[config.mk]
export PLATFORM = sky130hd
export DESIGN_NAME = cfi_log_queue_flat
export DESIGN_NICKNAME = d
export VERILOG_FILES = /design/src/rtl/cfi_pkg.sv /design/src/rtl/cfi_log_queue_if.sv /design/src/rtl/cfi_log_encode.sv /design/src/rtl/cfi_log_queue.sv /design/src/flat_wrapper.sv
export SDC_FILE = /design/constraint.sdc
export NUM_CORES = 1
export LEC_CHECK = 0
export ABC_AREA = 0
export BUFFER_PORTS_ARGS = -buffer_cell sky130_fd_sc_hd__buf_4
export CAP_MARGIN = 25
export CORE_AREA = 5 5 215 217
export CTS_CLUSTER_DIAMETER = 200
export CTS_CLUSTER_SIZE = 30
export DETAILED_ROUTE_END_ITERATION = 10
export DIE_AREA = 0 0 220 222
export PLACE_DENSITY_LB_ADDON = 0.05
export SETUP_SLACK_MARGIN = 0.5
export SLEW_MARGIN = 10
export SYNTH_ARGS = -nofsm -noshare
export SYNTH_HDL_FRONTEND = slang
export SYNTH_HIERARCHICAL = 1
export SYNTH_SLANG_ARGS = --single-unit
[constraint.sdc]
create_clock -name clk_i -period 15.3 [get_ports clk_i]
set_input_delay 0 -clock clk_i [delete_from_list [all_inputs] [get_ports clk_i]]
set_output_delay 0 -clock clk_i [all_outputs]
set_load 0.1 [all_outputs]
[src/rtl/cfi_pkg.sv]
// cfi_pkg: shared types and constants for the CFI logging path.
//   cfi_kind_t  - 3-bit control-flow kind of a retiring instruction
//   cfi_log_t   - queued record {pc, target, flags[3:0]}
//   CFI_FLAGS_* - flag nibble stored for each legal kind
package cfi_pkg;

  localparam int XLEN = 32;

  typedef enum logic [2:0] {
    CFI_NONE   = 3'd0,
    CFI_BRANCH = 3'd1,
    CFI_JUMP   = 3'd2,
    CFI_CALL   = 3'd3,
    CFI_RETURN = 3'd4
  } cfi_kind_t;

  typedef struct packed {
    logic [XLEN-1:0] pc;
    logic [XLEN-1:0] target;
    logic [3:0]      flags;
  } cfi_log_t;

  localparam logic [3:0] CFI_FLAGS_BRANCH = 4'b1000;
  localparam logic [3:0] CFI_FLAGS_JUMP   = 4'b0100;
  localparam logic [3:0] CFI_FLAGS_CALL   = 4'b0110;
  localparam logic [3:0] CFI_FLAGS_RETURN = 4'b0101;

  // Flag nibble for a kind; zero means "not a loggable control-flow op",
  // which also covers the illegal encodings 5..7.
  function automatic logic [3:0] kind_to_flags(cfi_kind_t kind);
    case (kind)
      CFI_BRANCH: return CFI_FLAGS_BRANCH;
      CFI_JUMP:   return CFI_FLAGS_JUMP;
      CFI_CALL:   return CFI_FLAGS_CALL;
      CFI_RETURN: return CFI_FLAGS_RETURN;
      default:    return 4'b0000;
    endcase
  endfunction

endpackage

[src/rtl/cfi_log_queue_if.sv]
// cfi_log_queue_if: commit-side and drain-side signals of the CFI log queue.
//   enable        - logging enable
//   commit_*      - per-port retire bundle, commit_ready back-pressure
//   log           - head record (zero when empty)
//   queue_empty   - no record available
//   queue_pop     - consumer takes head record
//   usage         - current occupancy
// master: commit stage + backend; slave: the queue.
interface cfi_log_queue_if
  import cfi_pkg::*;
#(
  parameter int DEPTH    = 8,
  parameter int NR_PORTS = 2
) ();

  logic                                enable;
  logic      [NR_PORTS-1:0]            commit_valid;
  cfi_kind_t [NR_PORTS-1:0]            commit_kind;
  logic      [NR_PORTS-1:0][XLEN-1:0]  commit_pc;
  logic      [NR_PORTS-1:0][XLEN-1:0]  commit_target;
  logic                                commit_ready;
  cfi_log_t                            log;
  logic                                queue_empty;
  logic                                queue_pop;
  logic      [$clog2(DEPTH+1)-1:0]     usage;

  modport master (
    output enable, commit_valid, commit_kind, commit_pc, commit_target, queue_pop,
    input  commit_ready, log, queue_empty, usage
  );

  modport slave (
    input  enable, commit_valid, commit_kind, commit_pc, commit_target, queue_pop,
    output commit_ready, log, queue_empty, usage
  );

endinterface

[src/rtl/cfi_log_encode.sv]
// cfi_log_encode: per-port combinational encoder.
//   valid, kind, pc, target - retiring instruction on one commit port
//   push                    - port carries a loggable control-flow op
//   log                     - encoded record for the queue
module cfi_log_encode
  import cfi_pkg::*;
(
  input  logic            valid,
  input  cfi_kind_t       kind,
  input  logic [XLEN-1:0] pc,
  input  logic [XLEN-1:0] target,
  output logic            push,
  output cfi_log_t        log
);

  always_comb begin
    log.pc     = pc;
    log.target = target;
    log.flags  = kind_to_flags(kind);
    push       = valid && (log.flags != 4'b0000);
  end

endmodule

[src/rtl/cfi_log_queue.sv]
// cfi_log_queue: multi-write, single-read circular queue of CFI records.
//   clk_i - clock
//   rst_i - synchronous active-high reset
//   bus   - cfi_log_queue_if.slave (commit ports, enable, drain side)
// Up to NR_PORTS records enter per cycle, compacted in port order at the
// tail; one record leaves per cycle. All outputs come from registered state.
module cfi_log_queue
  import cfi_pkg::*;
#(
  parameter int DEPTH    = 8,
  parameter int NR_PORTS = 2
) (
  input  logic            clk_i,
  input  logic            rst_i,
  cfi_log_queue_if.slave  bus
);

  localparam int PTR_W = $clog2(DEPTH);
  localparam int CNT_W = $clog2(DEPTH + 1);
  localparam logic [CNT_W-1:0] READY_MAX = CNT_W'(DEPTH - NR_PORTS);

  cfi_log_t             mem [DEPTH];
  logic [PTR_W-1:0]     wr_ptr_reg, wr_ptr_next;
  logic [PTR_W-1:0]     rd_ptr_reg, rd_ptr_next;
  logic [CNT_W-1:0]     usage_reg, usage_next;

  logic [NR_PORTS-1:0]  enc_push;
  cfi_log_t             enc_log [NR_PORTS];
  logic [NR_PORTS-1:0]  push_mask;
  logic [PTR_W-1:0]     slot_ptr [NR_PORTS];
  logic [CNT_W-1:0]     push_cnt;
  logic                 ready;
  logic                 empty;
  logic                 pop_en;

  generate
    for (genvar gi = 0; gi < NR_PORTS; gi++) begin : g_enc
      cfi_log_encode u_enc (
        .valid  (bus.commit_valid[gi]),
        .kind   (bus.commit_kind[gi]),
        .pc     (bus.commit_pc[gi]),
        .target (bus.commit_target[gi]),
        .push   (enc_push[gi]),
        .log    (enc_log[gi])
      );
    end
  endgenerate

  // Ready is judged on the registered count alone so there is no path
  // from queue_pop to commit_ready.
  assign ready     = (usage_reg <= READY_MAX);
  assign empty     = (usage_reg == '0);
  assign pop_en    = bus.queue_pop && !empty;
  assign push_mask = enc_push & {NR_PORTS{bus.enable && ready}};

  // Compaction: each pushing port lands at tail + (number of older pushing
  // ports), so the group occupies consecutive slots without holes.
  always_comb begin
    logic [CNT_W-1:0] acc;
    acc = '0;
    for (int p = 0; p < NR_PORTS; p++) begin
      slot_ptr[p] = wr_ptr_reg + acc[PTR_W-1:0];
      acc         = acc + CNT_W'(push_mask[p]);
    end
    push_cnt = acc;
  end

  always_comb begin
    wr_ptr_next = wr_ptr_reg + push_cnt[PTR_W-1:0];
    rd_ptr_next = rd_ptr_reg + PTR_W'(pop_en);
    usage_next  = usage_reg + push_cnt - CNT_W'(pop_en);
  end

  always_ff @(posedge clk_i) begin
    if (rst_i) begin
      wr_ptr_reg <= '0;
      rd_ptr_reg <= '0;
      usage_reg  <= '0;
    end else begin
      wr_ptr_reg <= wr_ptr_next;
      rd_ptr_reg <= rd_ptr_next;
      usage_reg  <= usage_next;
    end
  end

  // Storage is not reset; stale slots are never visible because the
  // count gates the head output.
  always_ff @(posedge clk_i) begin
    for (int p = 0; p < NR_PORTS; p++) begin
      if (push_mask[p]) begin
        mem[slot_ptr[p]] <= enc_log[p];
      end
    end
  end

  assign bus.commit_ready = ready;
  assign bus.queue_empty  = empty;
  assign bus.usage        = usage_reg;
  assign bus.log          = empty ? '0 : mem[rd_ptr_reg];

endmodule

[src/flat_wrapper.sv]
// flat-port wrapper written by rule: the top's interface ports become plain ports
module cfi_log_queue_flat import cfi_pkg::*;
#(
  parameter int DEPTH    = 8,
  parameter int NR_PORTS = 2
)
  (clk_i, rst_i, bus_enable, bus_commit_valid, bus_commit_kind, bus_commit_pc, bus_commit_target, bus_queue_pop, bus_commit_ready, bus_log, bus_queue_empty, bus_usage);
  cfi_log_queue_if #(.DEPTH(DEPTH), .NR_PORTS(NR_PORTS)) bus_i ();
  input  logic clk_i;
  input  logic rst_i;
  input wire logic [$bits(bus_i.enable)-1:0] bus_enable;
  input wire logic [$bits(bus_i.commit_valid)-1:0] bus_commit_valid;
  input wire logic [$bits(bus_i.commit_kind)-1:0] bus_commit_kind;
  input wire logic [$bits(bus_i.commit_pc)-1:0] bus_commit_pc;
  input wire logic [$bits(bus_i.commit_target)-1:0] bus_commit_target;
  input wire logic [$bits(bus_i.queue_pop)-1:0] bus_queue_pop;
  output wire logic [$bits(bus_i.commit_ready)-1:0] bus_commit_ready;
  output wire logic [$bits(bus_i.log)-1:0] bus_log;
  output wire logic [$bits(bus_i.queue_empty)-1:0] bus_queue_empty;
  output wire logic [$bits(bus_i.usage)-1:0] bus_usage;
  assign bus_i.enable = bus_enable;
  assign bus_i.commit_valid = bus_commit_valid;
  assign bus_i.commit_kind = bus_commit_kind;
  assign bus_i.commit_pc = bus_commit_pc;
  assign bus_i.commit_target = bus_commit_target;
  assign bus_i.queue_pop = bus_queue_pop;
  assign bus_commit_ready = bus_i.commit_ready;
  assign bus_log = bus_i.log;
  assign bus_queue_empty = bus_i.queue_empty;
  assign bus_usage = bus_i.usage;
  cfi_log_queue #(.DEPTH(DEPTH), .NR_PORTS(NR_PORTS)) u_core (.clk_i(clk_i), .rst_i(rst_i), .bus(bus_i));
endmodule
==> metrics.md, run 1 <==
| Metric | Value |
|---|---|
| Final Core Density | 0.739 |
| Flop pwr share | 0.390 |
| Clock sink total | 554 |
| CP Data Arrival Time | approximately 5400 ps |
| Max FFs per register | between 500 and 600 |
| Tot Pwr | approximately 4.5 mW |
| Row count | 77 |
| Setup repair bufs after CTS | 0 |
| Wirelength per Cell | between 20 and 30 um |
| CP startpoint kind | register |
| Vias per Instance | 6.38 |
| Final nets | roughly 2000 |
| EDFF count, synth | 544 |
| Hold WC Path Type | in -> reg |
| H-Tree Depth | 1 |
| Synth Instances | approximately 1600 |
| GRT Resource Usage Total | 0.275 |
| Die area | roughly 49000 um2 |
| Final setup fails | 0 |
| Clock skew | about 33 ps |
| P per Cell Area | around 140 nW/um2 |
| I/O pin cnt | ~210 |
| Vias in the first global route | roughly 17000 |
| Syn. warnings | 6 |
| DRT antenna net count | 0 |
| Net Sw Power | 1.86 mW |
| Largest net degree at the start of global routing | between 60 and 70 |
| Max-cap check violation count | 0 |
| Hold path start | bus_commit_kind[3] |
| Main synth FF type | edfxtp_1 |
| Wire length of the first global-routing pass | ~100000 um |
| Die width | between 200 and 250 um |
| Gpl congestion | around 0.77 |
| DRC | 0 |
| PortBufs | 213 |
| Synth Area in Simple Gates | 0.0100 |
| Switching part of the total power | 0.415 |
| Worst r2r dst | u_core/mem[0][32] |
| RR Startpoint | u_core/bus.usage[3] |
| Die height | ~220 um |
| Setup crit start | u_core/bus.usage[3] |
| Final Hold Vio Count | 0 |
| Setup crit end kind | register |
| Layout cell share with drive strength beyond 1 | 0.507 |
| Setup TNS Final | 0 ps |
| Antenna violations before repair | 4 |
| FILL cells | ~2700 |
| Final wirelength | 67500 um |
| Worst Max-Slew Pin Slew | roughly 1000 ps |
| GRT overflow | 0 |
| R2R depth | 13 |
| Hold Path Depth | 3 |
| Synth unique cells | 40 |
| WP data required | about 16000 ps |
| Critical path class | reg -> reg |
| Post-synthesis adder-cell area fraction | 0.00753 |
| Post-cts resize count | 0 |
| Mapped cell area | 28600 um2 |
| Starting Density | 0.650 |
| Slew headroom | 0.315 |
| Total CTS buffers | 22 |
| Reg clk slew, reported paths | between 100 and 150 ps |
| DR pass1 iterations | 5 |
| Detailed placer's ending HPWL | around 37000 um |
| FFs w/ async S/R, synth | 0 |
| P_leak | about 11 nW |
| Min Tclk post-route | roughly 5200 ps |
| Drt initial violations | between 1000 and 1500 |
| Largest family of logic cells by synthesized area | multiplexers |
| CTS Buffer Depth | 3 |
| Clock root buffer | clkbuf_16 |
| Peak VDD IR | roughly 0.17 mV |
| Post-synth net total | 1789 |
| Vias post-DR | 15700 |
| Int Pwr | around 2.6 mW |
| Final Slew Violations | 0 |
| Seq/Total Area, Yosys | 0.579 |
| Outcome | completed |
| Crit share post-route | 0.340 |
| Xor and xnor area share after synthesis | 0.00236 |
| R2R setup slack | between 10000 and 15000 ps |
| P&R area growth vs syn | 13.7% |
| WHS Endpoint | u_core/mem[2][0] |
| Clock share of power | 0.165 |
| Combinational group share of total power | 0.446 |
| Mux contribution to synthesized area | 0.322 |
| Fmax | around 190 MHz |
| Register bit total from synthesis | about 550 |
| CP Max Fanout | 47 |
| CTS tree | done |
| Mean Syn Cell Area | roughly 17 um2 |
| Synth Area in Compound Gates | 0.0251 |
| Core area | between 40000 and 50000 um2 |
| Worst skew pair latency | 590 ps |
| RSZ-0062 raised after global routing | false |
-- stage by stage --
stage / area [um2] / cells / hold slack, ps / worst slack (ps)
6_report: 32500 / 2467 / 29.0 / 10100
5_1_grt: 32500 / 2467 / 8.69 / 9850
4_1_cts: 32400 / 2464 / 14.7 / 10150
3_5_place_dp: 29800 / 2235 / 250 / 10200
3_3_place_gp: 29800 / 2233 / 248 / 10370
2_1_floorplan: 28600 / 1633 / 296 / 5450
-- cell type report --
cell class	instances	area [um2]	share of cell area
timing repair buffer	444	3890	0.120
tap	592	741	0.0228
inverter	14	52.6	0.00162
multi-input combinational	830	10600	0.328
clock inverter	1	16.3	0.000501
sequential	554	16500	0.509
clock buffer	31	606	0.0186
antenna	1	2.50	0.0000770
-- worst max-delay path by stage --
| stage | endpoint | slack, ps | cells after the start |
|---|---|---|---|
| after floorplan | u_core/mem[1][0] | 5450 | 7 |
| after global placement | u_core/mem[0][45] | 10370 | 13 |
| after detailed placement | u_core/mem[0][33] | 10200 | 13 |
| after CTS | u_core/mem[0][54] | 10150 | 13 |
| after global routing | u_core/mem[0][54] | 9850 | 13 |
| final | u_core/mem[0][32] | 10100 | 13 |
-- what timing repair did --
item	4_1_cts	5_1_grt
hold endpoints to repair	528	0
endpoints found under the setup margin	0	0
hold buffers	197	0
-- routing by layer --
| layer | vias up | track usage | part of all wire |
|---|---|---|---|
| met3 | 66 | 0.0366 | 0.055 |
| met4 | 6 | 0.0562 | 0.016 |
| met5 | - | 0 | 0.00058 |
| met1 | 8275 | 0.380 | 0.41 |
| li1 | 6892 | - | - |
| met2 | 494 | 0.476 | 0.52 |
-- cell usage after synthesis, types with 3 or more instances --
cell type	count	area (um2)
and3_1	8	50.1
ha_1	14	175
buf_2	60	300
buf_4	136	1020
nor2b_1	6	37.5
nor2_1	10	37.5
mux2_2	519	5840
a22o_1	68	596
mux4_2	136	3060
edfxtp_1	544	16300
inv_1	14	52.6
nand4_1	4	25.0
nor3b_1	3	22.5
dfxtp_1	10	200
mux2_1	25	282
clkbuf_1	36	135
nand2_1	4	15.0
-- worst max-delay path: stages (launching register included) --
cell and delay [ps]:
dfxtp_1 420, inv_1 80, ha_1 180, nand2_1 120, mux2i_4 580, and3_1 280, ha_1 190, ha_1 280
xor2_2 160, nor2_1 370, nand3_4 560, buf_4 600, o41ai_2 180, buf_4 770
-- cells in the final DEF (no fill, tap or decap), types with 3 or more instances in the layout --
cell           synthesis  final
dfxtp_1               10      8
nor2_1                10      9
nor2b_1                6      5
nor3b_1                3      3
ha_1                  14     14
nand4_1                4      4
inv_1                 14     14
a22o_1                68     68
edfxtp_1             544    544
dlygate4sd3_1          0    197
mux2_1                25     25
clkbuf_16              0     23
nand2_1                4      4
and3_1                 8      6
mux4_2               136    136
buf_4                136    243
mux2_2               519    519
clkbuf_1              36      8
-- power groups by stage --
stage | sequential (mW) | combinational, mW | clock (mW)
after detailed placement | 1.79 | 1.95 | 0
after global placement | 1.78 | 1.94 | 0
after CTS | 1.75 | 2.00 | 0.749
after global routing | 1.75 | 2.08 | 0.803
final | 1.75 | 2.00 | 0.739
after floorplan | 1.79 | 1.55 | 0
-- cell families (layout without fill, tap and decap cells) --
logic type / after synthesis / count (layout)
AO/OA/AOI/OAI: 84 / 84
XOR/XNOR: 6 / 6
adder cells (fa/ha/maj): 16 / 16
buffers and inverters: 249 / 490
flip-flops: 554 / 554
multiplexers: 681 / 681
other: 0 / 1
AND/OR/NAND/NOR: 43 / 43
(Power assumes the default switching activity.)
==> run 2: changes to the inputs <==
--- a/config.mk
+++ b/config.mk
@@ -8,11 +8,11 @@
 export ABC_AREA = 0
 export BUFFER_PORTS_ARGS = -buffer_cell sky130_fd_sc_hd__buf_4
 export CAP_MARGIN = 25
-export CORE_AREA = 5 5 215 217
+export CORE_AREA = 5 5 223 225
 export CTS_CLUSTER_DIAMETER = 200
 export CTS_CLUSTER_SIZE = 30
 export DETAILED_ROUTE_END_ITERATION = 10
-export DIE_AREA = 0 0 220 222
+export DIE_AREA = 0 0 228 230
 export PLACE_DENSITY_LB_ADDON = 0.05
 export SETUP_SLACK_MARGIN = 0.5
 export SLEW_MARGIN = 10
==> constraint.sdc (replaced) <==
create_clock -name clk_i -period 5 [get_ports clk_i]
set_input_delay 0 -clock clk_i [delete_from_list [all_inputs] [get_ports clk_i]]
set_output_delay 0 -clock clk_i [all_outputs]
set_load 0.1 [all_outputs]
==> run 2 against run 1 <==
Clock skew is 6.4 ps lower. Combinational power grew to 3.1 times the previous value. Largest cell class unchanged. Hold slack better by 11 ps. Final cell count is 1.3% higher. Clock power grew to 3.0 times the previous value. Power grew to 3.1 times the previous value. Critical path type unchanged. Highest routed layer unchanged.
==> metrics.md, run 2 (synthesis results as in run 1) <==
| Metric | Value |
|---|---|
| Outcome | completed |
| Detailed placer's ending HPWL | 37200 um |
| CTS tree | done |
| H-Tree Depth | 1 |
| R2R depth | 14 |
| Max-cap check violation count | 0 |
| Final wirelength | 69300 um |
| Vias in the first global route | 17100 |
| Largest net degree at the start of global routing | 84 |
| Switching part of the total power | 0.416 |
| DR pass1 iterations | 5 |
| R2R setup slack | just over 600 ps |
| Wire length of the first global-routing pass | roughly 110000 um |
| Net Sw Power | 5.70 mW |
| Hold path start | bus_commit_kind[0] |
| Most common cell after layout, fill and taps aside | edfxtp_1 |
| PortBufs | between 200 and 250 |
| Die width | about 230 um |
| DRC | 0 |
| Worst r2r dst | u_core/mem[5][23] |
| Drt initial violations | ~1100 |
| Min Tclk post-route | ~4400 ps |
| Combinational group share of total power | 0.449 |
| I/O pin cnt | ~210 |
| Int Pwr | between 8 and 9 mW |
| RSZ-0062 raised after global routing | true |
| WHS Endpoint | u_core/mem[4][0] |
| Final nets | slightly above 2000 |
| Vias post-DR | approximately 16000 |
| CP startpoint kind | register |
| GRT overflow | 0 |
| WP data required | between 5000 and 6000 ps |
| RR Startpoint | u_core/bus.usage[3] |
| Final Hold Vio Count | 0 |
| DRT antenna net count | 0 |
| Setup ws final | around 610 ps |
| Setup TNS Final | 0 ps |
| CTS Buffer Depth | 3 |
| GRT Resource Usage Total | 0.261 |
| Die height | roughly 230 um |
| Row count | 80 |
| P_leak | about 11 nW |
| Reg clk slew, reported paths | between 100 and 150 ps |
| CP Data Arrival Time | 4730 ps |
| Crit share post-route | 0.878 |
| Slew headroom | 0.344 |
| Layout cell share with drive strength beyond 1 | 0.512 |
| Die area | roughly 52000 um2 |
| Core area | between 40000 and 50000 um2 |
| Total CTS buffers | 22 |
| Hold WC Path Type | in -> reg |
| Dpl ws | approximately 980 ps |
| Peak VDD IR | roughly 0.51 mV |
| Clock share of power | 0.163 |
| Clock skew | 26.9 ps |
| Clock sink total | around 550 |
| Antenna violations before repair | 8 |
| CP Max Fanout | 30 |
| Flop pwr share | 0.388 |
| Hold Path Depth | 3 |
| Starting Density | 0.603 |
| Final Slew Violations | 0 |
| P&R area growth vs syn | 14.6% |
| Max FFs per register | about 540 |
| Gpl congestion | around 0.79 |
| FILL cells | between 3000 and 4000 |
| Wirelength per Cell | 27.7 um |
| Clock root buffer | clkbuf_16 |
| Final setup fails | 0 |
| Commonest cells after routing, fill and taps aside | 544 x edfxtp_1, 519 x mux2_2, 235 x buf_4 |
| Worst Max-Slew Pin Slew | about 980 ps |
| P per Cell Area | 419 nW/um2 |
| Vias per Instance | roughly 6.3 |
| Fmax | approximately 230 MHz |
| Critical path class | reg -> reg |
| Setup crit end kind | register |
| Setup repair bufs after CTS | 0 |
| Worst skew pair latency | just under 600 ps |
run 2: final cells by class:
| type | instances | area (um2) | area share |
|---|---|---|---|
| Inverter | 14 | 52.6 | 0.00160 |
| Tap cell | 615 | 769 | 0.0235 |
| Multi-Input combinational cell | 831 | 10700 | 0.326 |
| Antenna cell | 7 | 17.5 | 0.000535 |
| Sequential cell | 554 | 16600 | 0.505 |
| Timing Repair Buffer | 447 | 4060 | 0.124 |
| Clock buffer | 30 | 602 | 0.0184 |
| Clock inverter | 1 | 16.3 | 0.000497 |
run 2: layer usage:
layer / up-vias / GRT usage / share of wire
met3: 84 / 0.0283 / 0.050
li1: 6918 / - / -
met5: - / 0 / 0.00038
met2: 460 / 0.463 / 0.52
met1: 8325 / 0.353 / 0.42
met4: 4 / 0.0569 / 0.019
run 2: power by group through the flow:
stage                     Clock, mW  Combinational [mW]  Sequential, mW
after floorplan                   0                4.75            5.47
after global placement            0                6.02            5.43
after detailed placement          0                6.06            5.44
after CTS                      2.30                6.20            5.33
after global routing           2.46                6.39            5.34
final                          2.23                6.16            5.33
run 2: how the worst max path moves through the flow:
| stage | start | to | slack, ps | depth (start not counted) |
|---|---|---|---|---|
| 2_1_floorplan | u_core/bus.usage[3] | u_core/mem[0][0] | 510 | 7 |
| 3_3_place_gp | u_core/bus.usage[3] | u_core/mem[0][28] | 1110 | 13 |
| 3_5_place_dp | u_core/bus.usage[3] | u_core/mem[0][41] | 980 | 13 |
| 4_1_cts | u_core/bus.usage[3] | u_core/mem[1][53] | 560 | 14 |
| 5_1_grt | u_core/bus.usage[3] | u_core/mem[5][20] | 460 | 14 |
| 6_report | u_core/bus.usage[3] | u_core/mem[5][23] | 610 | 14 |
run 2: critical path: stages, from the launching register on:
cell and delay (ps):
dfxtp_4 380, inv_1 60, ha_1 170, nand2_1 120
mux2i_4 220, buf_4 270, and3_1 220, ha_1 180
ha_1 260, xnor2_2 100, nor2_1 160, and3_4 560
buf_4 460, mux2_2 380, dlygate4sd3_1 570
run 2: stage by stage:
step                      std cells   util  power, mW  hold slack [ps]  cell area [um2]
after floorplan                1633      -       10.2              296            28700
after global placement         2262  0.635       11.5              248            30100
after detailed placement       2264  0.637       11.5              257            30100
after CTS                      2491  0.691       13.8             4.74            32700
after global routing           2497  0.692       14.2             7.67            32700
final                          2499  0.692       13.7             40.1            32800
run 2: repair_timing:
item,in CTS,in global routing
hold endpoints to repair,536,0
hold buffers,196,0
setup endpoints to repair,0,10
gates resized for setup,0,1
==> run 3: changes to the inputs <==
--- a/config.mk
+++ b/config.mk
@@ -8,11 +8,13 @@
 export ABC_AREA = 0
 export BUFFER_PORTS_ARGS = -buffer_cell sky130_fd_sc_hd__buf_4
 export CAP_MARGIN = 25
-export CORE_AREA = 5 5 223 225
+export CELL_PAD_IN_SITES_DETAIL_PLACEMENT = 0
+export CELL_PAD_IN_SITES_GLOBAL_PLACEMENT = 1
+export CORE_AREA = 5 5 241 243
 export CTS_CLUSTER_DIAMETER = 200
 export CTS_CLUSTER_SIZE = 30
 export DETAILED_ROUTE_END_ITERATION = 10
-export DIE_AREA = 0 0 228 230
+export DIE_AREA = 0 0 246 248
 export PLACE_DENSITY_LB_ADDON = 0.05
 export SETUP_SLACK_MARGIN = 0.5
 export SLEW_MARGIN = 10
==> run 3 against run 2 <==
Sequential cell count unchanged. Power up 0.77%. Clock-buffer cell count up 1. Highest routed layer unchanged. Die area up 16%. Largest cell class unchanged.
==> metrics.md, run 3 (synthesis results as in run 1) <==
| Metric | Value |
|---|---|
| Outcome | completed |
| Fmax | around 230 MHz |
| Switching part of the total power | 0.418 |
| Final Core Density | 0.590 |
| P_leak | around 11 nW |
| Crit-path most repeated cell | ha_1 |
| Max-cap check violation count | 0 |
| P&R area growth vs syn | 15.1% |
| WP data required | about 5400 ps |
| Final nets | 2031 |
| Layout cell share with drive strength beyond 1 | 0.510 |
| Detailed placer's ending HPWL | a little under 40000 um |
| Crit share post-route | 0.852 |
| Final Slew Violations | 0 |
| CP max stage delay | roughly 560 ps |
| Clock root buffer | clkbuf_16 |
| Slew headroom | 0.291 |
| Flop pwr share | 0.391 |
| Row count | 87 |
| Commonest cells after routing, fill and taps aside | 544 x edfxtp_1, 519 x mux2_2, 240 x buf_4 |
| Worst Max-Slew Pin Slew | approximately 1100 ps |
| Final Cell Area | about 33000 um2 |
| H-Tree Depth | 1 |
| Core area | 55700 um2 |
| Die height | roughly 250 um |
| Cell Area, Placed | between 30000 and 40000 um2 |
| Vias in the first global route | 17000 |
| Die width | around 250 um |
| Largest net degree at the start of global routing | 73 |
| P per Cell Area | about 420 nW/um2 |
| Wirelength per Cell | approximately 28 um |
| Die area | between 60000 and 70000 um2 |
| GRT Resource Usage Total | 0.239 |
| Total CTS buffers | 22 |
| DRT antenna net count | 0 |
| DRC | 0 |
| Starting Density | 0.513 |
| Combinational group share of total power | 0.444 |
| Final wirelength | roughly 73000 um |
| Int Pwr | around 8.1 mW |
| GRT overflow | 0 |
| Setup repair bufs after CTS | 0 |
| Max FFs per register | 544 |
| Vias post-DR | approximately 16000 |
| CTS tree | done |
| Final Hold Vio Count | 0 |
| PortBufs | 213 |
| Tot Pwr | between 10 and 15 mW |
| Net Sw Power | around 5.8 mW |
| CP startpoint kind | register |
| CP Max Fanout | 33 |
| Setup crit end kind | register |
| CP Data Arrival Time | 4610 ps |
| Hold_ws | 66.3 ps |
| Min Tclk post-route | 4260 ps |
| DR pass1 iterations | 5 |
| Worst skew pair latency | between 500 and 600 ps |
| Antenna violations before repair | 8 |
| Peak VDD IR | around 0.42 mV |
| Clock share of power | 0.165 |
| I/O pin cnt | ~210 |
| Hold WC Path Type | in -> reg |
| Final setup fails | 0 |
| Most common cell after layout, fill and taps aside | edfxtp_1 |
| Clock skew | 24.8 ps |
| Drt initial violations | ~1000 |
| Gpl congestion | 0.758 |
| CTS Buffer Depth | 3 |
| Critical path, cell by cell | inv_1, ha_1, nand2_1, mux2i_4, buf_4, and3_1, ha_1, nor2_1, and3_4, buf_6, mux2_2, dlygate4sd3_1 |
| Clock sink total | roughly 550 |
| Wire length of the first global-routing pass | ~110000 um |
| CP max-delay cell | dlygate4sd3_1 |
| R2R setup slack | approximately 740 ps |
| Reg clk slew, reported paths | 120 ps |
| Vias per Instance | approximately 5.9 |
| RSZ-0062 raised after global routing | false |
| Critical path class | reg -> reg |
| Setup TNS Final | 0 ps |
-- run 3: changes by cell type in the layout (fill, tap and decap cells not counted), sizes merged --
cell / before / now
buf: 251 / 252
clkbuf: 30 / 31
diode: 7 / 5
dlygate4sd3: 196 / 201
nand3: 3 / 2
-- run 3: critical path, delay by kind of cell, from the launching register on --
kind,cells,cell delay [ps]
mux,2,610
fa+ha+maj,2,410
flops,1,380
simple gates,4,1280
buf+inv,4,1320
-- run 3: worst paths after layout --
path	startpoint	endpoint	cells after the start
worst min register to register	u_core/rd_ptr_reg[2]	u_core/rd_ptr_reg[2]	2
worst min-delay path	bus_commit_kind[5]	u_core/mem[2][2]	4
worst max-delay path	u_core/bus.usage[3]	u_core/mem[4][20]	12
worst max register to register	u_core/bus.usage[3]	u_core/mem[4][20]	12
-- run 3: routing by layer --
| metal | up-vias | track usage | wire length [um] |
|---|---|---|---|
| met5 | - | 0 | 34 |
| met4 | 6 | 0.0363 | 971 |
| met3 | 64 | 0.0295 | 3380 |
| met2 | 376 | 0.417 | 37000 |
| met1 | 8298 | 0.332 | 31600 |
| li1 | 6918 | - | - |
-- run 3: per-stage QoR --
step                      setup slack (ps)  std cells
after floorplan                        506       1633
after global placement                1030       2406
after detailed placement               972       2406
after CTS                              589       2639
after global routing                   552       2643
final                                  740       2644
-- run 3: layout make-up --
type | instances | area [um2]
Fill cell | 4333 | 22800
Tap cell | 756 | 946
Inverter | 14 | 52.6
Antenna cell | 5 | 12.5
Clock buffer | 31 | 606
Timing Repair Buffer | 453 | 4040
Multi-Input combinational cell | 830 | 10700
Clock inverter | 1 | 16.3
Sequential cell | 554 | 16600
-- run 3: power groups by stage --
stage	clock network [mW]	registers, mW	logic [mW]
after global routing	2.53	5.43	6.40
final	2.28	5.41	6.14
after detailed placement	0	5.52	6.06
after floorplan	0	5.47	4.75
after CTS	2.36	5.41	6.20
after global placement	0	5.52	6.04
-- run 3: what timing repair did --
action	4_1_cts	5_1_grt
endpoints found under the hold margin	538	0
hold buffers	201	0
setup endpoints to repair	0	3
gates resized for setup	0	2
